==> src/rtl/traffic_pkg.sv <==
// traffic_pkg: shared light encoding, phase codes and small helpers for the
// intersection controller and its timer.
package traffic_pkg;

  // 2-bit light head encoding shared with the per-head drivers.
  typedef logic [1:0] light_t;

  localparam light_t RED    = 2'd0;
  localparam light_t GREEN  = 2'd1;
  localparam light_t YELLOW = 2'd2;

  // Phase codes; these values are visible on the debug phase output.
  typedef enum logic [2:0] {
    PhMainGreen  = 3'd0,
    PhMainYellow = 3'd1,
    PhAllredA    = 3'd2,
    PhSideGreen  = 3'd3,
    PhSideYellow = 3'd4,
    PhAllredB    = 3'd5,
    PhWalk       = 3'd6
  } phase_e;

  // Timer load for a dwell of d cycles; a dwell of 0 behaves as 1.
  function automatic int unsigned dwell_load(int unsigned d);
    int unsigned r;
    r = (d == 0) ? 0 : d - 1;
    return r;
  endfunction

  // Main head colour shown in a phase; anything not main-green/yellow is RED.
  function automatic light_t main_of(phase_e p);
    light_t l;
    case (p)
      PhMainGreen:  l = GREEN;
      PhMainYellow: l = YELLOW;
      default:      l = RED;
    endcase
    return l;
  endfunction

  // Side head colour shown in a phase.
  function automatic light_t side_of(phase_e p);
    light_t l;
    case (p)
      PhSideGreen:  l = GREEN;
      PhSideYellow: l = YELLOW;
      default:      l = RED;
    endcase
    return l;
  endfunction

endpackage

==> src/rtl/phase_timer.sv <==
// phase_timer: loadable down-counter that saturates at zero; done while zero.
module phase_timer #(
  parameter int unsigned      CNT_W   = 8,
  parameter logic [CNT_W-1:0] RST_VAL = '0
) (
  input  logic             clock,
  input  logic             reset,
  input  logic             load,
  input  logic [CNT_W-1:0] load_val,
  output logic             done
);

  logic [CNT_W-1:0] count_q;

  // Load on phase entry, otherwise count down and hold at zero.
  always_ff @(posedge clock) begin
    if (reset) begin
      count_q <= RST_VAL;
    end else if (load) begin
      count_q <= load_val;
    end else if (count_q != '0) begin
      count_q <= count_q - 1'b1;
    end
  end

  assign done = (count_q == '0);

endmodule

==> src/rtl/intersection_controller.sv <==
// intersection_controller: main/side road phase sequencer with latched side
// demand. Define PED_WALK_EN to add the pedestrian button, latch and WALK phase.
module intersection_controller
  import traffic_pkg::*;
#(
  parameter int unsigned GREEN_MAIN_CYC = 8,
  parameter int unsigned GREEN_SIDE_CYC = 4,
  parameter int unsigned YELLOW_CYC     = 2,
  parameter int unsigned ALLRED_CYC     = 1,
  parameter int unsigned WALK_CYC       = 3,
  parameter int unsigned CNT_W          = 8
) (
  input  logic       clock,
  input  logic       reset,
  input  logic       side_req,
`ifdef PED_WALK_EN
  input  logic       ped_req,
`endif
  output logic [1:0] main_light,
  output logic [1:0] side_light,
  output logic       walk,
  output logic [2:0] phase
);

  localparam logic [CNT_W-1:0] LdMainGreen = CNT_W'(dwell_load(GREEN_MAIN_CYC));
  localparam logic [CNT_W-1:0] LdSideGreen = CNT_W'(dwell_load(GREEN_SIDE_CYC));
  localparam logic [CNT_W-1:0] LdYellow    = CNT_W'(dwell_load(YELLOW_CYC));
  localparam logic [CNT_W-1:0] LdAllred    = CNT_W'(dwell_load(ALLRED_CYC));
  localparam logic [CNT_W-1:0] LdWalk      = CNT_W'(dwell_load(WALK_CYC));

  phase_e           phase_q, phase_d;
  logic             side_pend_q, ped_pend_q;
  logic             tmr_load, tmr_done;
  logic [CNT_W-1:0] tmr_val;
  light_t           main_q, side_q;
  logic             enter_side, enter_walk;

  // Next-phase decision; unused codes fall back to main green.
  always_comb begin
    phase_d = phase_q;
    case (phase_q)
      PhMainGreen:  if (tmr_done && (side_pend_q || ped_pend_q)) phase_d = PhMainYellow;
      PhMainYellow: if (tmr_done) phase_d = PhAllredA;
      PhAllredA:    if (tmr_done) phase_d = PhSideGreen;
      PhSideGreen:  if (tmr_done) phase_d = PhSideYellow;
      PhSideYellow: if (tmr_done) phase_d = PhAllredB;
      PhAllredB:    if (tmr_done) phase_d = ped_pend_q ? PhWalk : PhMainGreen;
`ifdef PED_WALK_EN
      PhWalk:       if (tmr_done) phase_d = PhMainGreen;
`endif
      default:      phase_d = PhMainGreen;
    endcase
  end

  // Reload the timer with the new phase's dwell whenever the phase changes.
  always_comb begin
    tmr_load = (phase_d != phase_q);
    tmr_val  = '0;
    case (phase_d)
      PhMainGreen:  tmr_val = LdMainGreen;
      PhMainYellow: tmr_val = LdYellow;
      PhAllredA:    tmr_val = LdAllred;
      PhSideGreen:  tmr_val = LdSideGreen;
      PhSideYellow: tmr_val = LdYellow;
      PhAllredB:    tmr_val = LdAllred;
      PhWalk:       tmr_val = LdWalk;
      default:      tmr_val = '0;
    endcase
  end

  assign enter_side = (phase_d == PhSideGreen) && (phase_q != PhSideGreen);
  assign enter_walk = (phase_d == PhWalk) && (phase_q != PhWalk);

  // Phase register, side demand latch (set beats clear) and registered heads.
  always_ff @(posedge clock) begin
    if (reset) begin
      phase_q     <= PhMainGreen;
      side_pend_q <= 1'b0;
      main_q      <= GREEN;
      side_q      <= RED;
    end else begin
      phase_q     <= phase_d;
      side_pend_q <= side_req | (side_pend_q & ~enter_side);
      main_q      <= main_of(phase_d);
      side_q      <= side_of(phase_d);
    end
  end

`ifdef PED_WALK_EN
  logic walk_q;

  // Pedestrian latch (set beats clear) and registered walk lamp.
  always_ff @(posedge clock) begin
    if (reset) begin
      ped_pend_q <= 1'b0;
      walk_q     <= 1'b0;
    end else begin
      ped_pend_q <= ped_req | (ped_pend_q & ~enter_walk);
      walk_q     <= (phase_d == PhWalk);
    end
  end

  assign walk = walk_q;
`else
  logic unused_walk;

  assign ped_pend_q  = 1'b0;
  assign walk        = 1'b0;
  assign unused_walk = enter_walk;
`endif

  phase_timer #(
    .CNT_W  (CNT_W),
    .RST_VAL(LdMainGreen)
  ) u_timer (
    .clock   (clock),
    .reset   (reset),
    .load    (tmr_load),
    .load_val(tmr_val),
    .done    (tmr_done)
  );

  assign main_light = main_q;
  assign side_light = side_q;
  assign phase      = phase_q;

endmodule

==> config.mk <==
export PLATFORM = sky130hd
export DESIGN_NAME = intersection_controller
export DESIGN_NICKNAME = d
export VERILOG_FILES = /design/src/rtl/traffic_pkg.sv /design/src/rtl/phase_timer.sv /design/src/rtl/intersection_controller.sv
export SDC_FILE = /design/constraint.sdc
export NUM_CORES = 1
export LEC_CHECK = 0
export ABC_CLOCK_PERIOD_IN_PS = 1600
export CAP_MARGIN = 20
export CORE_ASPECT_RATIO = 1.4
export CORE_MARGIN = 2
export CORE_UTILIZATION = 28
export DETAILED_ROUTE_END_ITERATION = 7
export PLACE_DENSITY = 0.49
export SLEW_MARGIN = 0
export SYNTH_ARGS = -nofsm -noshare
export SYNTH_HDL_FRONTEND = slang
export SYNTH_SLANG_ARGS = --single-unit
==> constraint.sdc <==
create_clock -name clock -period 1.6 [get_ports clock]
set_input_delay 0.32 -clock clock [delete_from_list [all_inputs] [get_ports clock]]
set_output_delay 0.32 -clock clock [all_outputs]
set_load 0.02 [all_outputs]
==> results of run 1 <==
layout make-up:
cell class	count	area (sq um)	area share, %
clock buffers	3	22.5	2.01
well taps	36	45.0	4.03
multi-input cells	69	464	41.5
repair buffers	29	246	22.0
inverters	4	15.0	1.34
flip-flops and latches	16	325	29.1
stage by stage:
stage / instance area (sq um) / utilization (%)
6_report: 1120 / 41.9
2_1_floorplan: 797 / -
3_5_place_dp: 1040 / 39.1
4_1_cts: 1080 / 40.6
3_3_place_gp: 1040 / 39.1
5_1_grt: 1120 / 41.9
worst reg2reg max path: cells and delay by family (launching register included):
kind,cells,cell delay [ns]
AO/OA/AOI/OAI,1,0.14
adder cells (fa/ha/maj),1,0.17
buffers and inverters,2,0.18
flip-flops,1,0.33
AND/OR/NAND/NOR,3,0.70
path summary, 6_finish.rpt:
| check | start | end | slack [ns] | cells after the start |
|---|---|---|---|---|
| min reg2reg | u_timer.count_q[5] | u_timer.count_q[5] | 0.49 | 2 |
| max reg2reg | u_timer.count_q[0] | phase[0] | 0.02 | 7 |
| max | u_timer.count_q[0] | phase[0] | 0.02 | 7 |
| min | u_timer.count_q[5] | u_timer.count_q[5] | 0.49 | 2 |
state kept, by name, summed over array words and instances, names as in the netlist:
name and cells:
phase 3, side_light 2, u_timer.count_q 8, side_pend_q 1, main_light 2
kinds of logic after synthesis:
| family | share of synthesized area, % |
|---|---|
| AOI/OAI and AO/OA | 18.0 |
| xor gates and xnor gates | 2.21 |
| adders and majority gates | 3.16 |
| buffers and inverters | 5.84 |
| DFF | 40.4 |
| muxes | 1.26 |
| other | 0.473 |
| and+or+nand+nor | 28.6 |
cell usage after synthesis:
cell and instances:
sky130_fd_sc_hd__or3_1 3, sky130_fd_sc_hd__a21oi_1 10, sky130_fd_sc_hd__buf_2 1, sky130_fd_sc_hd__dfxtp_1 16
sky130_fd_sc_hd__o31ai_1 1, sky130_fd_sc_hd__nor4_4 1, sky130_fd_sc_hd__and4_1 1, sky130_fd_sc_hd__ha_1 2
sky130_fd_sc_hd__xnor2_1 1, sky130_fd_sc_hd__nand3_1 4, sky130_fd_sc_hd__o2bb2ai_1 1, sky130_fd_sc_hd__inv_1 4
sky130_fd_sc_hd__nor2_1 9, sky130_fd_sc_hd__nor4_1 1, sky130_fd_sc_hd__a31oi_1 2, sky130_fd_sc_hd__nor3_1 3
sky130_fd_sc_hd__clkbuf_1 2, sky130_fd_sc_hd__xor2_1 1, sky130_fd_sc_hd__a21boi_1 1, sky130_fd_sc_hd__nor4b_1 1
sky130_fd_sc_hd__conb_1 1, sky130_fd_sc_hd__nor3b_1 1, sky130_fd_sc_hd__and2_0 1, sky130_fd_sc_hd__o211ai_1 2
sky130_fd_sc_hd__buf_4 2, sky130_fd_sc_hd__nand2_1 11, sky130_fd_sc_hd__buf_1 1, sky130_fd_sc_hd__nand3b_1 3
sky130_fd_sc_hd__or2b_1 1, sky130_fd_sc_hd__a2111oi_2 1, sky130_fd_sc_hd__o21ai_0 3, sky130_fd_sc_hd__or3b_1 1
sky130_fd_sc_hd__a2111o_1 1, sky130_fd_sc_hd__mux2i_1 1
power groups by stage:
stage,Sequential (mW),Combinational (mW),Clock (mW)
after floorplan,0.499,0.199,0
after global placement,0.488,0.391,0
after detailed placement,0.488,0.396,0
after CTS,0.479,0.409,0.219
after global routing,0.493,0.488,0.230
final,0.489,0.435,0.213
placed cells by master, fill, tap and decap left out, types with 3 or more instances in the layout:
cell and instances:
sky130_fd_sc_hd__nor3_1 3, sky130_fd_sc_hd__nor2_1 9, sky130_fd_sc_hd__or3_1 3, sky130_fd_sc_hd__nand2_1 11, sky130_fd_sc_hd__dfxtp_2 4, sky130_fd_sc_hd__a21oi_1 8, sky130_fd_sc_hd__nand3b_1 3, sky130_fd_sc_hd__buf_4 19
sky130_fd_sc_hd__clkdlybuf4s50_1 8, sky130_fd_sc_hd__nand3_1 3, sky130_fd_sc_hd__dfxtp_1 12, sky130_fd_sc_hd__clkbuf_4 3
routing by layer:
metal  part of all wire, %  wire (um)  track usage (%)  vias up
met5                     0          0                0        -
met4                   2.6         52             9.64        0
met3                   1.5         30             1.57        4
met2                    52       1030             25.7       10
met1                    44        869             14.5      360
li1                      -          -                -      391
what timing repair did:
| item | CTS | global route |
|---|---|---|
| buffers inserted | 1 | 0 |
| resized for setup | 7 | 13 |
| pin swaps | 2 | 4 |
| endpoints found under the setup margin | 9 | 14 |
==> flow_summary.rst, run 1 <==
.. list-table::
   :header-rows: 1

   * - Metric
     - Value
   * - Run status
     - finished clean
   * - Drt initial violations
     - 4
   * - Antenna diode instance count
     - 0
   * - Number of buffers added by the clock tree synthesis step
     - 3
   * - Via count of the first global-routing pass
     - 740
   * - Worst path buffer plus inverter count
     - 2
   * - Leak pwr
     - 0.450 nW
   * - CP required
     - 1.82 ns
   * - Final critical path time including I/O delays and setup
     - 1.58 ns
   * - Cell chain of the critical path
     - inv_2 -> ha_2 -> nor3b_4 -> buf_6 -> nand2_1 -> or3_1 -> a21boi_2
   * - Post-layout net count
     - 128
   * - Data arrival time of the worst path
     - 1.80 ns
   * - Total of fill cells in the finished design
     - 292
   * - Proportion of power drawn by flip-flops and latches
     - 43.0%
   * - DIE HEIGHT
     - 66.9 um
   * - Setup crit start kind
     - flop
   * - Final clock skew
     - 0.00523 ns
   * - Remaining antenna violation count
     - 0
   * - Number of design rule violations left after detail routing
     - 0
   * - Netlist cell types
     - 34
   * - Power dissipated by switching net loads
     - 0.360 mW
   * - Worst vdd ir
     - 0.420 mV
   * - Starting density of the core
     - 29.7%
   * - Sequential area share after synthesis
     - 40.4%
   * - Number of standard-cell rows in the floorplan
     - 22
   * - Overall die area
     - 3280 sq um
   * - Class of the most critical setup path
     - reg2reg
   * - Post-route non-filler standard cell count
     - 157
   * - Maximum fanout encountered on the critical timing path
     - 5
   * - Combinational Power Share
     - 38.3%
   * - Total power after layout
     - 1.14 mW
   * - Cell-internal power
     - 0.777 mW
   * - Post-Syn Nets
     - 100
   * - Total of max-cap violations
     - 0
   * - Synthesis-stage register bit count
     - 16
   * - Post-DR wirelength/cell
     - 12.6 um
   * - CTS Root Buffer Type
     - sky130_fd_sc_hd__clkbuf_4
   * - Number of antenna violations at the first check in global routing
     - 0
   * - Clock insertion delay at the later pin of the skew report
     - 0.29 ns
   * - Post-DP HPWL
     - 1.49 mm
   * - Share of the clock period used by the worst path after layout
     - 98.8%
   * - Final weighted congestion in routability-driven placement
     - 0.772
   * - Fraction of layout cells with a size suffix above 1
     - 33.1%
   * - DRT Pass-1 Iters
     - 2
   * - Worst-path clk slew
     - 0.09 ns
   * - Average vias per placed instance
     - 4.87
   * - Warnings from Yosys
     - 0
   * - CTS tree
     - built
   * - Level count of the clock H-tree
     - 1
   * - PD cells
     - 1020 nW/um^2
   * - Hold Worst Slack
     - 0.492 ns
   * - Setup repair after global routing missed its margin
     - yes
   * - Pre-CTS setup slack
     - -0.138 ns
   * - Wirelength, routed
     - 1.98 mm
   * - Dominant cells by area after synthesis
     - sky130_fd_sc_hd__dfxtp_1, sky130_fd_sc_hd__a21oi_1, sky130_fd_sc_hd__nand2_1
   * - Net Sw Frac
     - 31.6%
   * - Number of buffers inserted by port buffering
     - 9
   * - Layout-stage area growth over the synthesis result
     - 41.2%
   * - Cell with the biggest individual delay on the critical path
     - sky130_fd_sc_hd__or3_1
   * - Setup TNS
     - 0 ns
   * - Core Region
     - 2670 sq um
   * - Post-synthesis cell count
     - 95
   * - F_max
     - 633 MHz
   * - Die W
     - 49.0 um
   * - Largest stage delay on the critical path
     - 0.38 ns
   * - Overall overflow remaining after global route
     - 0
   * - Pin count of the biggest net entering global routing
     - 15
   * - Share of the synthesized area in the top cell type
     - 40.4%
   * - Io pins
     - 11
   * - Final setup margin
     - 0.0197 ns
   * - Setup-violating endpoint count in the final report
     - 0
   * - Family of cells with the greatest summed delay on the critical path
     - simple AND/OR/NAND/NOR gates
   * - Global-route wire length before repair
     - 3.40 mm
   * - Syn avg cell area
     - 8.34 sq um
   * - Max Slew Vio Count
     - 0
   * - Clock Path Buffers
     - 2
   * - CP endpoint kind
     - flop
   * - Global-route total usage across every layer
     - 13.9%
   * - Area of the mapped netlist
     - 792 sq um
   * - Hold-fix buffers at CTS
     - 0
   * - Final Hold Fails
     - 0
   * - Number of sinks on the clock net
     - 16
   * - Portion of total power attributed to the clock network
     - 18.7%
   * - Number of cells in the design after placement
     - 153
   * - Class of the tightest hold or removal check
     - reg2reg
   * - Cell type with the highest aggregate area in the netlist
     - sky130_fd_sc_hd__dfxtp_1
   * - Detailed-route via count
     - 765
Power figures use the tool's default switching activity.
==> run 2, diff against run 1 <==
CORE_MARGIN = not set   (was 2)
HOLD_SLACK_MARGIN = 0.06   (was not set)
TNS_END_PERCENT = 100   (was not set)
==> flow_summary.rst, run 2 (synthesis gave the netlist of run 1 again) <==
.. list-table::
   :header-rows: 1

   * - Metric
     - Value
   * - Share of the clock period used by the worst path after layout
     - 96.2%
   * - Number of sinks on the clock net
     - 16
   * - CP required
     - 1.28 ns
   * - Starting density of the core
     - 30.0%
   * - Number of standard-cell rows in the floorplan
     - 22
   * - Leak pwr
     - 0.450 nW
   * - Fraction of layout cells with a size suffix above 1
     - 30.6%
   * - CTS Root Buffer Type
     - sky130_fd_sc_hd__clkbuf_4
   * - Post-layout net count
     - 128
   * - Launch instance of the worst register-to-register path
     - u_timer.count_q[1]
   * - DRT Pass-1 Iters
     - 4
   * - Commonest non-fill, non-tap cells in the layout
     - sky130_fd_sc_hd__buf_4, sky130_fd_sc_hd__dfxtp_1, sky130_fd_sc_hd__nand2_1
   * - Met3 track demand over resource
     - 1.67%
   * - Setup TNS
     - 0 ns
   * - Total of fill cells in the finished design
     - 288
   * - Reg with most FFs
     - u_timer.count_q
   * - Die W
     - 47.0 um
   * - Storage element area
     - 323 sq um
   * - Cell chain of the critical path
     - clkdlybuf4s50_1
   * - Worst vdd ir
     - 0.533 mV
   * - Class of the tightest hold or removal check
     - reg2reg
   * - Number of design rule violations left after detail routing
     - 0
   * - Wirelength, routed
     - 1.91 mm
   * - Number of buffers added by the clock tree synthesis step
     - 3
   * - Core Region
     - 2640 sq um
   * - Largest stage delay on the critical path
     - 0.60 ns
   * - PD cells
     - 1020 nW/um^2
   * - Final critical path time including I/O delays and setup
     - 1.54 ns
   * - Setup crit start kind
     - flop
   * - Maximum fanout encountered on the critical timing path
     - 2
   * - Total of max-cap violations
     - 0
   * - Start point of the critical path
     - phase[2]
   * - Cell depth of the worst setup path
     - 1
   * - Met2 usage
     - 25.9%
   * - Hold Path Stages
     - 2
   * - Family of cells with the greatest summed delay on the critical path
     - buffers and inverters
   * - Via count of the first global-routing pass
     - 740
   * - Most common cell after layout, fill and taps aside
     - sky130_fd_sc_hd__buf_4
   * - End-of-flow core utilization
     - 42.3%
   * - Drt initial violations
     - 22
   * - Cell with the biggest individual delay on the critical path
     - sky130_fd_sc_hd__clkdlybuf4s50_1
   * - Met1 track demand over resource in global routing
     - 18.3%
   * - Data arrival time of the worst path
     - 1.22 ns
   * - Final Hold Fails
     - 0
   * - Detailed-route via count
     - 746
   * - Final setup margin
     - 0.0607 ns
   * - Pin count of the biggest net entering global routing
     - 15
   * - Setup-violating endpoint count in the final report
     - 0
   * - Max Slew Vio Count
     - 0
   * - Post-DR wirelength/cell
     - 12.2 um
   * - Total area of multi-input combinational cells
     - 469 sq um
   * - Number of antenna violations at the first check in global routing
     - 0
   * - Worst path buffer plus inverter count
     - 1
   * - F_max
     - 650 MHz
   * - Global-route total usage across every layer
     - 15.5%
   * - Number of flip-flops under the largest register name
     - 8
   * - Average vias per placed instance
     - 4.75
   * - Pre-CTS setup slack
     - -0.0366 ns
   * - Clock Path Buffers
     - 2
   * - Antenna diode instance count
     - 0
   * - Layout-stage area growth over the synthesis result
     - 41.1%
   * - Post-DP HPWL
     - 1.45 mm
   * - CP endpoint kind
     - output port
   * - Hold-fix buffers at CTS
     - 0
   * - Level count of the clock H-tree
     - 1
   * - Worst-path clk slew
     - 0.09 ns
   * - Remaining antenna violation count
     - 0
   * - DIE HEIGHT
     - 64.9 um
   * - Run status
     - finished clean
   * - FF-to-FF path depth
     - 7
   * - Setup repair after global routing missed its margin
     - no
   * - Io pins
     - 11
   * - Hold Startpoint
     - u_timer.count_q[5]
   * - CTS tree
     - built
   * - Overall die area
     - 3050 sq um
   * - Final clock skew
     - 0.00301 ns
   * - Clock insertion delay at the later pin of the skew report
     - 0.28 ns
   * - Overall overflow remaining after global route
     - 0
   * - Final weighted congestion in routability-driven placement
     - 0.773
   * - Global-route wire length before repair
     - 3.33 mm
   * - Number of buffers inserted by port buffering
     - 9
   * - Global route hottest layer
     - met2
   * - Class of the most critical setup path
     - reg2out
-- run 2: layout make-up --
class	count	area share (%)
clock buffers	3	2.02
inverters	4	1.34
multi-input cells	69	42.0
flip-flops and latches	16	28.9
well taps	36	4.03
repair buffers	29	21.7
-- run 2: routing by layer --
layer  part of all wire, %  routed length [um]  vias up
li1                      -                   -      389
met1                    44                 851      348
met2                    53                1010        7
met3                   1.4                  27        2
met4                   1.2                  23        0
met5                     0                   0        -
-- run 2: per-stage QoR --
step           area, sq um  hold slack (ns)  power, mW  cells
4_1_cts               1070            0.524       1.08    155
5_1_grt               1120            0.551       1.23    157
2_1_floorplan          797            0.449      0.698     95
6_report              1120            0.527       1.14    157
3_5_place_dp          1030            0.510      0.861    151
3_3_place_gp          1030            0.504      0.855    151
-- run 2: final timing paths --
kind                                           end  slack [ns]
worst max-delay path                      phase[2]        0.06
worst min-delay path            u_timer.count_q[5]        0.53
worst min register to register  u_timer.count_q[5]        0.53
worst max register to register       side_light[1]        0.07
-- run 2: worst min-delay path: stages, from the launching register on --
cell and delay, ns:
sky130_fd_sc_hd__dfxtp_1 0.35, sky130_fd_sc_hd__nand2_1 0.07, sky130_fd_sc_hd__a21oi_1 0.06
-- run 2: what timing repair did --
| action | CTS | global route |
|---|---|---|
| gates resized for setup | 5 | 11 |
| endpoints found under the setup margin | 3 | 13 |
| cloned | 0 | 0 |
| pin swaps | 3 | 2 |
| buffers inserted | 1 | 2 |
-- run 2: where the power goes --
group	switching, mW	internal [mW]	total [mW]
clock	0.124	0.0873	0.212
combinational	0.201	0.238	0.439
sequential	0.0416	0.446	0.487
==> run 3, diff against run 2 <==
CORE_MARGIN = 2   (was not set)
SKIP_LAST_GASP = 1   (was not set)
==> flow_summary.rst, run 3 (synthesis gave the netlist of run 1 again) <==
.. list-table::
   :header-rows: 1

   * - Metric
     - Value
   * - Pin count of the biggest net entering global routing
     - 15
   * - Hold-fix buffers at CTS
     - 0
   * - Proportion of power drawn by flip-flops and latches
     - 43.0%
   * - Via count of the first global-routing pass
     - 740
   * - Most common cell after layout, fill and taps aside
     - sky130_fd_sc_hd__buf_4
   * - Run status
     - finished with violations
   * - Hold Path Stages
     - 2
   * - Worst-path clk slew
     - 0.09 ns
   * - Final setup margin
     - -0.00591 ns
   * - Clock Path Buffers
     - 2
   * - Data arrival time of the worst path
     - 1.79 ns
   * - Worst vdd ir
     - 0.417 mV
   * - CP required
     - 1.78 ns
   * - Post-DP HPWL
     - 1.49 mm
   * - FF-to-FF path depth
     - 6
   * - Commonest non-fill, non-tap cells in the layout
     - sky130_fd_sc_hd__buf_4, sky130_fd_sc_hd__dfxtp_1, sky130_fd_sc_hd__nand2_1
   * - Launch instance of the worst register-to-register path
     - u_timer.count_q[0]
   * - Wirelength, routed
     - 1.98 mm
   * - Final clock skew
     - 0.00718 ns
   * - CP endpoint kind
     - flop
   * - Final critical path time including I/O delays and setup
     - 1.61 ns
   * - CTS Root Buffer Type
     - sky130_fd_sc_hd__clkbuf_4
   * - Clock insertion delay at the later pin of the skew report
     - 0.29 ns
   * - Number of design rule violations left after detail routing
     - 0
   * - Final weighted congestion in routability-driven placement
     - 0.772
   * - Number of standard-cell rows in the floorplan
     - 22
   * - Io pins
     - 11
   * - Drt initial violations
     - 6
   * - Class of the tightest hold or removal check
     - reg2reg
   * - Total of max-cap violations
     - 0
   * - CTS tree
     - built
   * - Number of sinks on the clock net
     - 16
   * - Violated checks
     - negative setup slack
   * - Start point of the critical path
     - u_timer.count_q[0]
   * - Number of flip-flops under the largest register name
     - 8
   * - Max Slew Vio Count
     - 0
   * - Setup-violating endpoint count in the final report
     - 1
   * - Total power after layout
     - 1.14 mW
   * - Net Sw Frac
     - 31.5%
   * - Share of the clock period used by the worst path after layout
     - 100%
   * - Core Region
     - 2670 sq um
   * - Final Hold Fails
     - 0
   * - DIE HEIGHT
     - 66.9 um
   * - Layout-stage area growth over the synthesis result
     - 42.8%
   * - Number of antenna violations at the first check in global routing
     - 0
   * - Setup crit start kind
     - flop
   * - Antenna diode instance count
     - 0
   * - Leak pwr
     - 0.453 nW
   * - Class of the most critical setup path
     - reg2reg
   * - Die W
     - 49.0 um
   * - Global-route total usage across every layer
     - 13.9%
   * - Post-layout net count
     - 128
   * - Cell chain of the critical path
     - inv_2 -> ha_2 -> nor3b_4 -> and2_2 -> nand3b_1 -> a2111oi_2
   * - Hold Startpoint
     - u_timer.count_q[5]
   * - Largest stage delay on the critical path
     - 0.37 ns
   * - Detailed-route via count
     - 752
   * - Cell depth of the worst setup path
     - 6
   * - Number of buffers inserted by port buffering
     - 9
   * - Cell area after layout
     - 1130 sq um
   * - PD cells
     - 1000 nW/um^2
   * - Setup TNS
     - -0.00591 ns
   * - Pre-CTS setup slack
     - -0.138 ns
   * - Setup repair after global routing missed its margin
     - yes
   * - Portion of total power attributed to the clock network
     - 18.6%
   * - Level count of the clock H-tree
     - 1
   * - Family of cells with the greatest summed delay on the critical path
     - simple AND/OR/NAND/NOR gates
   * - Overall overflow remaining after global route
     - 0
   * - Placement-stage cell area
     - 1040 sq um
   * - Power dissipated by switching net loads
     - 0.358 mW
   * - Fraction of layout cells with a size suffix above 1
     - 35.5%
   * - Total of fill cells in the finished design
     - 292
   * - Worst path buffer plus inverter count
     - 1
   * - DRT Pass-1 Iters
     - 4
   * - Average vias per placed instance
     - 4.79
   * - Reg with most FFs
     - u_timer.count_q
   * - Remaining antenna violation count
     - 0
   * - F_max
     - 623 MHz
   * - Storage element area
     - 325 sq um
   * - Global-route wire length before repair
     - 3.40 mm
   * - Overall die area
     - 3280 sq um
   * - Starting density of the core
     - 29.7%
   * - Number of cells in the design after placement
     - 153
   * - Number of buffers added by the clock tree synthesis step
     - 3
   * - Cell with the biggest individual delay on the critical path
     - sky130_fd_sc_hd__a2111oi_2
   * - Combinational Power Share
     - 38.4%
   * - Post-DR wirelength/cell
     - 12.6 um
   * - Post-route non-filler standard cell count
     - 157
   * - Cell-internal power
     - 0.778 mW
   * - Total area of multi-input combinational cells
     - 477 sq um
   * - Maximum fanout encountered on the critical timing path
     - 7
run 3: cell type report:
type | count | area share [%]
clock buffer | 3 | 1.99
inverter | 4 | 1.33
multi-input combinational | 69 | 42.1
sequential | 16 | 28.8
tap | 36 | 3.98
timing repair buffer | 29 | 21.8
run 3: power groups by stage:
stage                     Combinational, mW  Clock (mW)  Sequential, mW
final                                 0.436       0.211           0.488
after global routing                  0.493       0.230           0.493
after CTS                             0.406       0.219           0.479
after detailed placement              0.396           0           0.488
after global placement                0.391           0           0.488
after floorplan                       0.199           0           0.499
run 3: worst paths after layout:
check	slack, ns	end
hold / removal	0.49	u_timer.count_q[5]
hold reg to reg	0.49	u_timer.count_q[5]
setup / recovery	-0.006	main_light[1]
setup reg to reg	-0.006	main_light[1]
run 3: layer usage:
layer / vias to the layer above / track usage (%) / part of all wire (%)
met4: 0 / 9.64 / 3.2
met1: 345 / 14.5 / 44
met3: 6 / 1.57 / 1.4
met5: - / 0 / 0
met2: 10 / 25.7 / 51
li1: 391 / - / -
run 3: stage by stage:
step	hold WS (ns)	util, %
detailed placement	0.509	39.1
global placement	0.519	39.1
CTS	0.495	40.5
finish	0.493	42.4
floorplan	0.449	-
global route	0.510	42.4
run 3: worst register-to-register path: cells and delay by family, from the launching register on:
kind | cells | cell delay (ns)
adder cells (fa/ha/maj) | 1 | 0.17
buffers and inverters | 1 | 0.05
AND/OR/NAND/NOR | 3 | 0.57
AO/OA/AOI/OAI | 1 | 0.37
flip-flops | 1 | 0.33
run 3: repair_timing:
action	CTS	global route
endpoints found under the setup margin	9	15
setup buffers	1	0
gates cloned	0	0
resized for setup	5	17
pin swaps	2	3
endpoints found under the hold margin	0	0
==> variant (settings of run 3) <==
Add a define of `PED_WALK_EN`.
--- a/src/rtl/intersection_controller.sv
+++ b/src/rtl/intersection_controller.sv
@@ -1,5 +1,7 @@
 // intersection_controller: main/side road phase sequencer with latched side
 // demand. Define PED_WALK_EN to add the pedestrian button, latch and WALK phase.
+`define PED_WALK_EN
+
 module intersection_controller
   import traffic_pkg::*;
 #(
Ports: changed (added ped_req); port bits go from 11 to 12. No check against the original RTL was run, so the function may have changed too.
==> variant against run 3 <==
  * The flow still finishes with violations (setup timing)
  * Area after synthesis is 20% higher
  * Cell count is 18% higher
  * Die area is 18% higher
  * Design area is 26% higher
  * Clock skew is 0.0045 ns lower
  * Highest routed layer unchanged
  * Critical path depth is 2 higher
  * Worst setup slack worse by 0.079 ns
  * Critical endpoint is now u_timer.count_q[2]
  * Sequential share of layout area is 3.3 points lower
  * Wire length is 24% higher
  * Synthesized cell count is 17% higher
  * Sequential cell count is 2 higher
Power is not compared: it rests on default switching activity, and its combinational part moved more than twofold at a synthesized area within 25%.
==> variant: results (changes against run 3) <==
Critical path
For this design, the slowest cell found on the critical path is dfxtp_2. The arrival time of data at the critical path endpoint is 1.82 ns (+0.03 ns). The maximum cell stage delay along the critical path is 0.33 ns (-0.04 ns). The cell family contributing the most delay on the critical path is simple AND/OR/NAND/NOR gates. The largest fanout on the critical path is 6 (-1).

Min path
The worst min-delay path class is flop to flop.

Place
The total half-perimeter wirelength after legalization and detailed placement is 1880 um (+26%). The last weighted congestion value of the routability-driven placer is 0.862 (+12%). The count of port buffers added during placement is 11 (+2). The total placed cells including tap cells is 179 (+17%). The worst setup slack before clock tree synthesis was -0.170 ns (-0.0327 ns).

Finish
The number of nets in the finished design is 152 (+19%). u_timer.count_q holds more flip-flops than any other register. The flip-flop count of the largest register, all copies and words added was 8 (unchanged). The fraction of final layout cells sized beyond drive strength 1 is 36.3% (+0.76 points). The number of antenna diodes is 0 (unchanged).

Timing
The setup violation total in the final timing report was 9 (+8). The least setup slack across all paths after layout came to -0.0851 ns (-0.0792 ns). The worst slack on hold paths is 0.547 ns (+0.0538 ns). Measured against its own limit, the worst slew margin works out to 75.0%. The final setup skew is 0.00272 ns (-0.00445 ns).

Power
IR analysis of the VDD net gives a maximum drop of 342 uV. Summed over all cells, the static leakage comes to 0.539 nW.

Global route
The wire length of the first global-routing pass is 4260 um (+25%). The number of global-route vias before repair came to 980 (+32%). The number of antenna violations at the first check in global routing is 0 (unchanged). The aggregate global-route resource usage is 14.6% (+0.76 points). The maximum number of pins on one net before global-route repair was 18 (+3).

CTS
The clock latency of the later-clocked register in the worst-skew pair was 0.25 ns (-0.04 ns). The clock-pin slew of the registers on the worst-case setup and hold paths came to 0.07 ns (-0.02 ns). In this run the clock root is driven by a clkbuf_8. The number of buffers on the longest clock path is 2 (unchanged). The total CTS buffers was 3 (unchanged).

The number of H-tree levels came to 1 (unchanged).

Logic synthesis
The post-synth net total is 116 (+16%). The average footprint of a synthesized cell came to 8.56 um^2 (+2.6%). The fraction of synthesis flops using an asynchronous set or reset pin came to 0% (unchanged). Ranked by instance count, the synthesized netlist is headed by dfxtp_1, a21oi_1, nor2_1, clkbuf_1. The most instantiated flip-flop cell in the synthesis netlist is dfxtp_1.

The number of warnings issued by yosys came to 0 (unchanged). By area the synthesized netlist is led by dfxtp_1, a21oi_1, nor2_1, or4_1, clkbuf_1. The sequential-to-total area share from yosys stat is 37.9% (-2.5 points). The number of distinct library cells after synthesis came to 42 (+24%).

Run status
The checks that failed: setup timing. The run finished, with violations left.

Detailed routing
The detailed-route wire length is 2460 um (+24%). The number of design-rule violations left by the first detailed-router iteration is 15 (+9). The detailed-router iteration count before antenna repair came to 4 (unchanged).

The final routed wire length divided by cell count came to 13.2 um (+4.7%). The via total after detailed routing was 950 (+26%).
## variant: cell type report
class                      instances  area, um^2
clock buffer                       4        55.1
fill                             358        1890
inverter                           4        15.0
multi-input combinational         80         614
sequential                        18         363
tap                               40        50.0
timing repair buffer              40         329
## variant: stage by stage
stage	setup TNS [ns]	cell area, um^2
final	-0.452	1430
after global routing	-1.36	1430
after CTS	-0.428	1400
after detailed placement	-0.953	1280
after global placement	-0.551	1280
after floorplan	-0.0973	982
## variant: worst paths after layout
kind / startpoint / end / cells past startpoint
setup / recovery: u_timer.count_q[1] / u_timer.count_q[2] / 8
hold / removal: u_timer.count_q[6] / u_timer.count_q[6] / 2
setup reg to reg: u_timer.count_q[1] / u_timer.count_q[2] / 8
hold reg to reg: u_timer.count_q[6] / u_timer.count_q[6] / 2
## variant: report_power, final
part	internal [W]	switching (W)
registers	0.000462	0.0000143
logic	0.0000622	0.0000497
clock network	0.000218	0.000151
## variant: logic make-up after synthesis
kind of cell	share of synthesized area (%)
adder cells (fa/ha/maj)	1.32
XOR/XNOR	2.77
buffers and inverters	5.67
flip-flops	37.9
multiplexers	1.05
AO/OA/AOI/OAI	22.4
AND/OR/NAND/NOR	28.9
## variant: worst register-to-register path, delay by kind of cell (launching register included)
| family | cells | cell delay [ns] |
|---|---|---|
| fa+ha+maj | 1 | 0.15 |
| simple gates | 3 | 0.55 |
| buf+inv | 3 | 0.36 |
| flops | 1 | 0.33 |
| compound gates | 1 | 0.18 |
## variant: what timing repair did
action                     in CTS  in global routing
setup buffers                   2                  1
setup endpoints to repair      13                 16
pin swaps                      11                  5
gates resized for setup        13                  4
## variant: layer usage
| metal | wire length, um | track usage (%) |
|---|---|---|
| met1 | 1040 | 17.0 |
| met2 | 1320 | 25.2 |
| met3 | 52 | 2.46 |
| met4 | 40 | 6.84 |
| met5 | 0 | 0 |
